### config.mk
export PLATFORM = sky130hd
export DESIGN_NAME = command_sequencer_flat
export DESIGN_NICKNAME = d
export VERILOG_FILES = /design/src/rtl/command_sequencer_if.sv /design/src/rtl/command_sequencer.sv /design/src/flat_wrapper.sv
export SDC_FILE = /design/constraint.sdc
export NUM_CORES = 1
export LEC_CHECK = 0
export ABC_CLOCK_PERIOD_IN_PS = 5400
export CAP_MARGIN = 10
export CORE_MARGIN = 8
export CORE_UTILIZATION = 55
export DETAILED_ROUTE_END_ITERATION = 7
export GPL_TIMING_DRIVEN = 1
export HOLD_SLACK_MARGIN = 0.06
export PLACE_DENSITY = 0.74
export RECOVER_POWER = 100
export SLEW_MARGIN = 0
export SYNTH_ARGS = -nofsm -noshare
export SYNTH_HDL_FRONTEND = slang
export SYNTH_SLANG_ARGS = --single-unit
### constraint.sdc
create_clock -name clk -period 5.4 [get_ports clk]
set_input_delay 0.81 -clock clk [delete_from_list [all_inputs] [get_ports clk]]
set_output_delay 0.81 -clock clk [all_outputs]
set_load 0.01 [all_outputs]
### src/rtl/command_sequencer_if.sv
// Command receive FIFO and reply/control bundle between the FIFO side and the sequencer.
interface command_sequencer_if #(
    parameter int CNT_W = 5
);
    logic [CNT_W-1:0] com_count;
    logic [7:0]       rec_command;
    logic             com_pop;
    logic             force_swi;
    logic             com_swi;
    logic             reset_A;
    logic             reset_B;
    logic             error;
    logic             tf_push_cpuAB;
    logic [7:0]       tdr_cpuAB;

    // FIFO / environment side
    modport master (
        output com_count, rec_command,
        input  com_pop, force_swi, com_swi, reset_A, reset_B, error,
               tf_push_cpuAB, tdr_cpuAB
    );

    // Sequencer side
    modport slave (
        input  com_count, rec_command,
        output com_pop, force_swi, com_swi, reset_A, reset_B, error,
               tf_push_cpuAB, tdr_cpuAB
    );
endinterface

### src/rtl/command_sequencer.sv
// Command frame sequencer: pulls 8-byte frames from the receive FIFO, validates
// header/checksum/command, applies the command and pushes a 2-byte reply.
//
// state    | meaning
// ---------+--------------------------------------------------------------
// S_IDLE   | wait for a full frame (>= 8 bytes) in the receive FIFO
// S_FETCH  | latch FIFO head into frame byte idx and pop it
// S_GAP    | no pop while FIFO head updates; header resync; advance idx
// S_CHECK  | verify checksum and command range
// S_EXEC   | apply command (switch mode / reset pulse timers)
// S_REPLY0 | push 0xAC
// S_REPLY1 | push echoed command byte
module command_sequencer #(
    parameter int CNT_W     = 5,
    parameter int RST_PULSE = 16,
    parameter int ERR_HOLD  = 1024
) (
    input  logic                clk,
    input  logic                rst_n,
    command_sequencer_if.slave  bus
);

    localparam int RST_W = $clog2(RST_PULSE + 1);
    localparam int ERR_W = $clog2(ERR_HOLD + 1);
    localparam logic [RST_W-1:0] RST_LOAD    = RST_W'(RST_PULSE);
    localparam logic [ERR_W-1:0] ERR_LOAD    = ERR_W'(ERR_HOLD);
    localparam logic [CNT_W-1:0] FRAME_BYTES = CNT_W'(8);

    typedef enum logic [2:0] {
        S_IDLE,
        S_FETCH,
        S_GAP,
        S_CHECK,
        S_EXEC,
        S_REPLY0,
        S_REPLY1
    } state_t;

    state_t           state_q, state_d;
    logic [2:0]       idx_q, idx_d;
    logic [7:0]       frame_q [8];
    logic             force_q;
    logic             swi_q;
    logic [RST_W-1:0] rsta_q;
    logic [RST_W-1:0] rstb_q;
    logic [ERR_W-1:0] err_q;

    logic [CNT_W-1:0] count;
    logic [7:0]       sum;
    logic [7:0]       cmd;
    logic             cmd_ok;
    logic             pop;
    logic             latch;
    logic             err_load;
    logic             exec_en;
    logic             push;
    logic [7:0]       tdr;

    assign count  = bus.com_count;
    assign cmd    = frame_q[2];
    assign cmd_ok = (cmd >= 8'h01) && (cmd <= 8'h05);

    // State, byte index and frame buffer registers
    always_ff @(posedge clk or negedge rst_n) begin
        if (!rst_n) begin
            state_q <= S_IDLE;
            idx_q   <= '0;
            for (int i = 0; i < 8; i++) frame_q[i] <= '0;
        end else begin
            state_q <= state_d;
            idx_q   <= idx_d;
            if (latch) frame_q[idx_q] <= bus.rec_command;
        end
    end

    // Next-state decode, FIFO pop, reply push and timer load strobes
    always_comb begin
        state_d  = state_q;
        idx_d    = idx_q;
        pop      = 1'b0;
        latch    = 1'b0;
        err_load = 1'b0;
        exec_en  = 1'b0;
        push     = 1'b0;
        tdr      = 8'h00;
        sum      = 8'h00;
        for (int i = 0; i < 7; i++) sum = sum + frame_q[i];

        case (state_q)
            S_IDLE: begin
                if (count >= FRAME_BYTES) begin
                    idx_d   = '0;
                    state_d = S_FETCH;
                end
            end
            S_FETCH: begin
                // A drained FIFO only happens if the source misbehaves; never pop empty.
                if (count != '0) begin
                    pop     = 1'b1;
                    latch   = 1'b1;
                    state_d = S_GAP;
                end
            end
            S_GAP: begin
                if ((idx_q == 3'd0 && frame_q[0] != 8'hEB) ||
                    (idx_q == 3'd1 && frame_q[1] != 8'h90)) begin
                    state_d = S_IDLE;
                end else if (idx_q == 3'd7) begin
                    state_d = S_CHECK;
                end else begin
                    idx_d   = idx_q + 3'd1;
                    state_d = S_FETCH;
                end
            end
            S_CHECK: begin
                if (sum != frame_q[7] || !cmd_ok) begin
                    err_load = 1'b1;
                    state_d  = S_IDLE;
                end else begin
                    state_d = S_EXEC;
                end
            end
            S_EXEC: begin
                exec_en = 1'b1;
                state_d = S_REPLY0;
            end
            S_REPLY0: begin
                push    = 1'b1;
                tdr     = 8'hAC;
                state_d = S_REPLY1;
            end
            S_REPLY1: begin
                push    = 1'b1;
                tdr     = cmd;
                state_d = S_IDLE;
            end
            default: state_d = S_IDLE;
        endcase
    end

    // Commanded-switch mode registers, updated when a command executes
    always_ff @(posedge clk or negedge rst_n) begin
        if (!rst_n) begin
            force_q <= 1'b0;
            swi_q   <= 1'b0;
        end else if (exec_en) begin
            case (cmd)
                8'h01: begin force_q <= 1'b1; swi_q <= 1'b0; end
                8'h02: begin force_q <= 1'b1; swi_q <= 1'b1; end
                8'h05: force_q <= 1'b0;
                default: ;
            endcase
        end
    end

    // Reset-pulse and error down-counters; a load always restarts, otherwise count to 0 and hold
    always_ff @(posedge clk or negedge rst_n) begin
        if (!rst_n) begin
            rsta_q <= '0;
            rstb_q <= '0;
            err_q  <= '0;
        end else begin
            if (exec_en && cmd == 8'h03) rsta_q <= RST_LOAD;
            else if (rsta_q != '0)       rsta_q <= rsta_q - RST_W'(1);

            if (exec_en && cmd == 8'h04) rstb_q <= RST_LOAD;
            else if (rstb_q != '0)       rstb_q <= rstb_q - RST_W'(1);

            if (err_load)                err_q <= ERR_LOAD;
            else if (err_q != '0)        err_q <= err_q - ERR_W'(1);
        end
    end

    assign bus.com_pop       = pop;
    assign bus.force_swi     = force_q;
    assign bus.com_swi       = swi_q;
    assign bus.reset_A       = (rsta_q != '0);
    assign bus.reset_B       = (rstb_q != '0);
    assign bus.error         = (err_q != '0);
    assign bus.tf_push_cpuAB = push;
    assign bus.tdr_cpuAB     = tdr;

endmodule

### src/flat_wrapper.sv
// flat-port wrapper written by rule: the top's interface ports become plain ports
module command_sequencer_flat 
#(
    parameter int CNT_W     = 5,
    parameter int RST_PULSE = 16,
    parameter int ERR_HOLD  = 1024
)
  (clk, rst_n, bus_com_count, bus_rec_command, bus_com_pop, bus_force_swi, bus_com_swi, bus_reset_A, bus_reset_B, bus_error, bus_tf_push_cpuAB, bus_tdr_cpuAB);
  command_sequencer_if #(.CNT_W(CNT_W)) bus_i ();
  input  logic clk;
  input  logic rst_n;
  input wire logic [$bits(bus_i.com_count)-1:0] bus_com_count;
  input wire logic [$bits(bus_i.rec_command)-1:0] bus_rec_command;
  output wire logic [$bits(bus_i.com_pop)-1:0] bus_com_pop;
  output wire logic [$bits(bus_i.force_swi)-1:0] bus_force_swi;
  output wire logic [$bits(bus_i.com_swi)-1:0] bus_com_swi;
  output wire logic [$bits(bus_i.reset_A)-1:0] bus_reset_A;
  output wire logic [$bits(bus_i.reset_B)-1:0] bus_reset_B;
  output wire logic [$bits(bus_i.error)-1:0] bus_error;
  output wire logic [$bits(bus_i.tf_push_cpuAB)-1:0] bus_tf_push_cpuAB;
  output wire logic [$bits(bus_i.tdr_cpuAB)-1:0] bus_tdr_cpuAB;
  assign bus_i.com_count = bus_com_count;
  assign bus_i.rec_command = bus_rec_command;
  assign bus_com_pop = bus_i.com_pop;
  assign bus_force_swi = bus_i.force_swi;
  assign bus_com_swi = bus_i.com_swi;
  assign bus_reset_A = bus_i.reset_A;
  assign bus_reset_B = bus_i.reset_B;
  assign bus_error = bus_i.error;
  assign bus_tf_push_cpuAB = bus_i.tf_push_cpuAB;
  assign bus_tdr_cpuAB = bus_i.tdr_cpuAB;
  command_sequencer #(.CNT_W(CNT_W), .RST_PULSE(RST_PULSE), .ERR_HOLD(ERR_HOLD)) u_core (.clk(clk), .rst_n(rst_n), .bus(bus_i));
endmodule
==> results.sh <==
export IMPL_run_status="finished with violations"
export IMPL_failed_checks="capacitance limit, slew limit"
export IMPL_crit_path_end_kind="flop"
export IMPL_synthesis_yosys_warnings=0
export IMPL_layout_filler_cells=817
export IMPL_hold_path_class="reg2reg"
export IMPL_critPathLaunchType="flop"
export IMPL_post_cts_setup_buffers=0
export IMPL_worstSkewPairLatency_ns=0.36
export IMPL_final_layout_size_suffix_gt1_frac=0.171
export IMPL_floorplan_initialDensity=0.554
export IMPL_synthesis_area_mm2=0.00531
export IMPL_num_antenna_cells=0
export IMPL_grt_overflow_total=0
export IMPL_synth_ff_latch_count=93
export IMPL_worst_hold_path_endpoint="u_core.rsta_q[4]"
export IMPL_clock_sinks=93
export IMPL_routed_via_count=3386
export IMPL_total_power_consumption_mw=2.16
export IMPL_totalNegativeSetupSlack_ns=0
export IMPL_postRouteAntennaNets=0
export IMPL_top_level_ports=30
export IMPL_final_period_minus_worst_setup_slack_ns=4.89
export IMPL_worst_setup_path_type="reg2reg"
export IMPL_grt_use_total=0.180
export IMPL_rsz0062_at_grt="no"
export IMPL_wl_um=10800
export IMPL_synth_area_per_cell_um2=11.9
export IMPL_fmax_ghz=0.204
export IMPL_placement_io_buffers=29
export IMPL_post_synth_main_area_contributors="sky130_fd_sc_hd__dfrtp_1 (44%), sky130_fd_sc_hd__mux2_2 (14%), sky130_fd_sc_hd__fa_1 (12%)"
export IMPL_regToRegEndpoint="u_core.err_q[1]"
export IMPL_die_width_um=114
export IMPL_synth_distinct_cells=49
export IMPL_cts_root_buf="sky130_fd_sc_hd__clkbuf_8"
export IMPL_synth_nets=510
export IMPL_routed_wire_per_std_cell_um=17.5
export IMPL_place_detailed_hpwl_um=8060
export IMPL_slew_violations=56
export IMPL_cts_htree_levels=3
export IMPL_cts_buffer_depth=2
export IMPL_irDropWorstVdd_v=0.000188
export IMPL_clk_transition_reported_paths_ns=0.10
export IMPL_max_slew_worst_pin_slew_ns=2.49
export IMPL_first_global_vias=3654
export IMPL_r2r_start="u_core.cmd[2]"
export IMPL_tritoncts="yes"
export IMPL_drtIter0Drc=152
export IMPL_whs_path_depth=1
export IMPL_cap_violations=2
export IMPL_viasPerCell=5.48
export IMPL_gp_congestion=0.800
export IMPL_r2r_cells=13
export IMPL_drcViolationCount=0
export IMPL_synth_top_cell_area_share=0.438
export IMPL_number_of_buffers_created_by_cts=9
export IMPL_critical_path_required_ns=5.68
export IMPL_final_period_utilization=0.906
export IMPL_cells_after_synth=445
export IMPL_static_leakage_power_nw=2.93
export IMPL_post_cts_hold_buffer_count=0
export IMPL_post_layout_net_count=545
export IMPL_rrSetupSlack_ns=0.51
export IMPL_drt_pass1_iter_count=4
export IMPL_areaGrowthSynthToFinish_pct=11.6
export IMPL_grt_start_max_net_pins=49
export IMPL_synth_seq_area_share=0.438
export IMPL_maxSlewHeadroom=-0.660
export IMPL_grt_first_pass_wirelength_um=18100
export IMPL_worstPathMaxFanout=11
export IMPL_power_per_cell_area_mw_per_mm2=364
export IMPL_layout_cells_most_common="sky130_fd_sc_hd__dfrtp_1"
export IMPL_cts_resized_gates=0
export IMPL_num_rows=36
export IMPL_hold_viol_final=0
export IMPL_antenna_found_initial=0
export IMPL_holdCritStartpoint="u_core.rsta_q[4]"
export IMPL_layout_common_cells="sky130_fd_sc_hd__dfrtp_1 (93), sky130_fd_sc_hd__mux2_2 (64), sky130_fd_sc_hd__inv_1 (49), sky130_fd_sc_hd__nor2_1 (33), sky130_fd_sc_hd__fa_1 (32)"
export IMPL_finalSetupViolCount=0
export IMPL_die_h_um=114
export IMPL_floorplan_die_area_mm2=0.0131
export IMPL_final_core_util=0.618
export IMPL_critical_path_arrival_ns=5.17
export IMPL_synth_top_cell_by_area="sky130_fd_sc_hd__dfrtp_1"
export IMPL_fp_coreArea_mm2=0.00959
export IMPL_worst_clock_skew_ns=0.00854
[sequential cells by signal, summed over array words and instances, names as in the netlist]
name,cells
u_core.rstb_q,5
u_core.bus.com_swi,1
u_core.rsta_q,5
u_core.idx_q,3
u_core.frame_q,56
u_core.err_q,11
u_core.state_q,3
u_core.bus.force_swi,1
u_core.cmd,8
[routing by layer]
| layer | up-vias | share of wire | track usage |
|---|---|---|---|
| li1 | 1576 | - | - |
| met1 | 1731 | 0.45 | 0.229 |
| met2 | 62 | 0.49 | 0.293 |
| met3 | 17 | 0.038 | 0.0359 |
| met4 | 0 | 0.024 | 0.0799 |
| met5 | - | 0 | 0 |
[stage by stage]
stage                     hold slack, ns  cell area (um2)  cells  worst slack (ns)
final                              0.529             5930    618             0.507
after global routing               0.544             5930    618             0.297
after CTS                          0.452             5970    618             0.467
after detailed placement           0.503             5750    602             0.481
after global placement             0.494             5750    602             0.665
after floorplan                    0.479             5310    445             0.883
[area by class of cell]
class,count,area [um2],area share
tap,133,166,0.0281
sequential,93,2330,0.392
timing repair buffer,30,289,0.0487
inverter,49,184,0.0310
clock buffer,11,141,0.0238
multi-input combinational,297,2740,0.462
clock inverter,5,82.6,0.0139
[synthesized netlist by cell type, drive strengths merged]
| cell | count |
|---|---|
| a2111o | 1 |
| a2111oi | 1 |
| a211o | 2 |
| a211oi | 2 |
| a21bo | 1 |
| a21boi | 5 |
| a21o | 3 |
| a21oi | 13 |
| a22o | 3 |
| and2 | 1 |
| and3 | 6 |
| and3b | 1 |
| buf | 3 |
| clkbuf | 3 |
| dfrtp | 93 |
| fa | 32 |
| ha | 18 |
| inv | 49 |
| mux2 | 65 |
| nand2 | 19 |
| nand2b | 2 |
| nand3 | 8 |
| nand3b | 1 |
| nand4 | 3 |
| nand4b | 1 |
| nand4bb | 1 |
| nor2 | 33 |
| nor2b | 1 |
| nor3 | 17 |
| nor4 | 6 |
| nor4b | 2 |
| o211ai | 1 |
| o21ai | 8 |
| o21bai | 1 |
| o31a | 1 |
| or2 | 1 |
| or3 | 1 |
| or4 | 2 |
| or4b | 2 |
| xnor2 | 22 |
| xnor3 | 3 |
| xor2 | 7 |
[critical path, stage by stage, from the launching register on]
cell and delay, ns:
sky130_fd_sc_hd__dfrtp_1 0.50, sky130_fd_sc_hd__fa_1 0.58, sky130_fd_sc_hd__inv_1 0.06, sky130_fd_sc_hd__fa_1 0.52, sky130_fd_sc_hd__fa_1 0.55, sky130_fd_sc_hd__inv_1 0.05, sky130_fd_sc_hd__fa_1 0.51, sky130_fd_sc_hd__fa_1 0.57
sky130_fd_sc_hd__xnor2_1 0.12, sky130_fd_sc_hd__nand3_1 0.08, sky130_fd_sc_hd__a2111oi_0 0.35, sky130_fd_sc_hd__nand4_1 0.19, sky130_fd_sc_hd__o31a_1 0.47, sky130_fd_sc_hd__a211oi_1 0.26
[power by group]
part | leakage [nW] | switching (mW) | internal [mW]
Combinational | 1.56 | 0.376 | 0.346
Sequential | 1.26 | 0.105 | 0.805
Clock | 0.114 | 0.249 | 0.276
[worst max path at each step]
stage                  startpoint                to  slack, ns
finish              u_core.cmd[2]   u_core.err_q[1]       0.51
global route        u_core.cmd[2]   u_core.err_q[1]       0.30
CTS                 u_core.cmd[2]   u_core.err_q[1]       0.47
detailed placement  u_core.cmd[2]   u_core.err_q[1]       0.48
global placement    u_core.cmd[2]   u_core.err_q[1]       0.66
floorplan           u_core.cmd[2]  u_core.err_q[10]       0.88
[cells by family after synthesis]
kind of cell             share of synthesized area
XOR/XNOR                                    0.0605
AND/OR/NAND/NOR                              0.108
buffers and inverters                       0.0396
AO/OA/AOI/OAI                               0.0528
flip-flops                                   0.438
multiplexers                                 0.138
adder cells (fa/ha/maj)                      0.163
Note: power is estimated with default switching activity, not from simulation.
==> edit: new RTL, same flow settings <==
Re-encode `state_t` (7 states) as one-hot, 7 bits wide.
--- a/src/rtl/command_sequencer.sv
+++ b/src/rtl/command_sequencer.sv
@@ -27,12 +27,12 @@
     localparam logic [CNT_W-1:0] FRAME_BYTES = CNT_W'(8);
 
-    typedef enum logic [2:0] {
-        S_IDLE,
-        S_FETCH,
-        S_GAP,
-        S_CHECK,
-        S_EXEC,
-        S_REPLY0,
-        S_REPLY1
+    typedef enum logic [6:0] {
+        S_IDLE   = 7'b0000001,
+        S_FETCH  = 7'b0000010,
+        S_GAP    = 7'b0000100,
+        S_CHECK  = 7'b0001000,
+        S_EXEC   = 7'b0010000,
+        S_REPLY0 = 7'b0100000,
+        S_REPLY1 = 7'b1000000
     } state_t;
 
Check against the original RTL: same outputs for any inputs over 10 cycles, from zero or initial values and one cycle with rst_n low; not proved beyond that.
==> edit against the original RTL <==
- the run still ends with capacitance limit, slew limit left
- wire length fell by 2.4%
- power fell by 17%
- die area rose by 4.3%
- worst setup slack got worse by 0.017 ns
- synthesized area rose by 5.0%
- sequential cell count rose by 4
- final area rose by 3.2%
- largest cell class unchanged
==> edit: results (changes against the original RTL) <==
Num CTS Buffers -> 9 (unchanged)
Inserted Diodes -> 0 (unchanged)
Max_cap viols -> 3 (was 2)
Total via count in the routed design -> 3448 (was 3386)
Net Sw Frac -> 31.43% (was 33.85%)
Distinct cells, synth -> 57 (was 49)
Failing checks -> capacitance limit, slew limit (unchanged)
Worst hold start -> u_core.frame_q[8]$_DFFE_PN0P_ (was u_core.rsta_q[4]$_DFFE_PN0P_)
Placer Congestion -> 0.8272 (was 0.7997)
GR Util met1 -> 22.29% (was 22.93%)
Biggest regs -> u_core.frame_q: 56 flops, u_core.err_q: 11 flops, u_core.cmd: 8 flops (unchanged)
WL met3 -> 265 um (was 412 um)
Insertion delay to the later sink of the worst-skew pair -> 0.37 ns
Async S/R FF share, synth -> 100.0% (unchanged)
Final Max Tran Viols -> 109 (was 56)
Synth Net Count -> 522 (was 510)
Initial DRC Count -> 183 (was 152)
Half-perimeter wire length after placement -> 7887 um (was 8057 um)
Synth warnings -> 0 (unchanged)
Fillers -> 853 (was 817)
Busiest grt layer -> met2 (unchanged)
Hold WC Path Type -> flip-flop to flip-flop (unchanged)
Clock Tree Root -> clkbuf_8 (unchanged)
Synth top area cells -> dfrtp_1, mux2_2, fa_1, ha_1, xnor2_1 (unchanged)
Input/output buffers -> 29 (unchanged)
Run status -> finished, violations left (unchanged)
Leak Pwr -> 3.002 nW (was 2.931 nW)
Hold Fails Final Rpt -> 0 (unchanged)
Delay of the slowest cell on the worst path -> 0.82 ns (was 0.58 ns)
Pre-antenna DRT Iters -> 4 (unchanged)
First-pass GRT wire length -> 17980 um (was 18150 um)
Met2 global-route usage -> 28.34% (was 29.30%)
R2r startpoint -> u_core.cmd[1]$_DFFE_PN0P_ (was u_core.cmd[2]$_DFFE_PN0P_)
Top_reg_cell synth -> dfrtp_1 (unchanged)
Largest net degree at the start of global routing -> 63 (was 49)
Maximum buffer depth of the clock tree -> 2 (unchanged)
Slew HR -> -31.69% (was -65.98%)
Post-CTS setup buffers -> 0 (unchanged)
Top cells by count, synth -> dfrtp_1, mux2_2, inv_1, fa_1, nor2_1 (unchanged)
Post-synthesis sequential area ratio -> 43.55% (was 43.81%)
Crit path max fanout -> 12 (was 11)
M3 GR Usage -> 2.223% (was 3.586%)
Post-Route M1 WL -> 4822 um (was 4874 um)
DP Worst Slack -> 0.7096 ns (was 0.4808 ns)
TNS Setup -> 0 ns (unchanged)
Met2 wire len -> 5244 um (was 5259 um)
Initial antenna violation count -> 0 (unchanged)
Clk_skew -> 0.01824 ns (was 0.008542 ns)
Worst path slowest cell -> a31oi_1 (was fa_1)
Vias in the first global route -> 3596 (was 3654)
H-tree depth -> 3 (unchanged)
Peak VDD IR -> 0.1842 mV (was 0.1881 mV)
WP data required -> 5.71 ns (was 5.68 ns)
GRT Total Usage -> 17.09% (was 18.05%)
Wire per inst -> 16.76 um (was 17.48 um)
Reg clk slew, reported paths -> 0.10 ns (about the same)
Fraction of layout cells with a size suffix above 1 -> 18.55% (was 17.11%)
Nets -> 556 (was 545)
Worst setup SP type -> flip-flop (unchanged)
==> edit: changes by cell type after synthesis, moves of 3 or more <==
cell,before,now
a21boi_0,5,0
nor2_1,32,27
and3_1,6,2
nand2_1,19,15
or2_2,0,4
or3_1,1,5
and2_1,1,4
dfrtp_1,93,96
nand3_1,8,5
nand4b_1,1,4
nor2b_1,1,4
nor3_1,15,12
==> edit: final cells by class <==
type                            count  area (sq um)  share of cell area, %
Multi-Input combinational cell    305          2855                  46.65
Sequential cell                    97          2429                  39.68
Timing Repair Buffer               30         289.0                  4.722
Inverter                           48         180.2                  2.944
Tap cell                          133         166.4                  2.719
Clock buffer                        9         123.9                  2.024
Clock inverter                      7         77.57                  1.267
==> edit: worst paths after layout <==
check	end	slack (ns)	cells past startpoint
setup / recovery	u_core.state_q[0]$_DFFE_PN1P_	0.49	14
hold / removal	u_core.frame_q[8]$_DFFE_PN0P_	0.51	1
setup reg to reg	u_core.state_q[0]$_DFFE_PN1P_	0.49	14
hold reg to reg	u_core.frame_q[8]$_DFFE_PN0P_	0.51	1
max in group asynchronous	u_core.frame_q[12]$_DFFE_PN0P_	2.04	2
min in group asynchronous	u_core.rstb_q[2]$_DFFE_PN0P_	0.99	1
==> edit: stage by stage <==
stage	instances	util, %	area [sq um]	hold WS, ns	power (mW)
global placement	613	61.14	6003	0.4897	1.313
floorplan	457	-	5577	0.4794	1.215
CTS	629	63.19	6205	0.3923	1.816
finish	629	62.33	6121	0.5128	1.792
detailed placement	613	61.14	6003	0.4996	1.331
global route	629	62.33	6121	0.5478	1.904
==> edit: power by group through the flow <==
| stage | Combinational [mW] | Sequential, mW | Clock [mW] |
|---|---|---|---|
| final | 0.403 | 0.903 | 0.486 |
| after floorplan | 0.332 | 0.883 | 0 |
| after global routing | 0.459 | 0.917 | 0.528 |
| after detailed placement | 0.417 | 0.915 | 0 |
| after CTS | 0.421 | 0.900 | 0.495 |
| after global placement | 0.401 | 0.911 | 0 |
==> edit: critical path: cells and delay by family (launching register included) <==
| kind | cells | cell delay [ns] |
|---|---|---|
| fa+ha+maj | 6 | 2.56 |
| compound gates | 5 | 1.60 |
| buf+inv | 2 | 0.10 |
| xor+xnor | 1 | 0.08 |
| flops | 1 | 0.51 |
==> edit: cell families (layout without fill, tap and decap cells) <==
family / count (synthesis) / after routing / synth area share (%)
simple gates: 115 / 115 / 12.90
buf+inv: 55 / 94 / 3.859
xor+xnor: 33 / 33 / 6.080
mux: 65 / 65 / 13.13
fa+ha+maj: 50 / 50 / 15.53
compound gates: 42 / 42 / 4.958
flops: 97 / 97 / 43.55
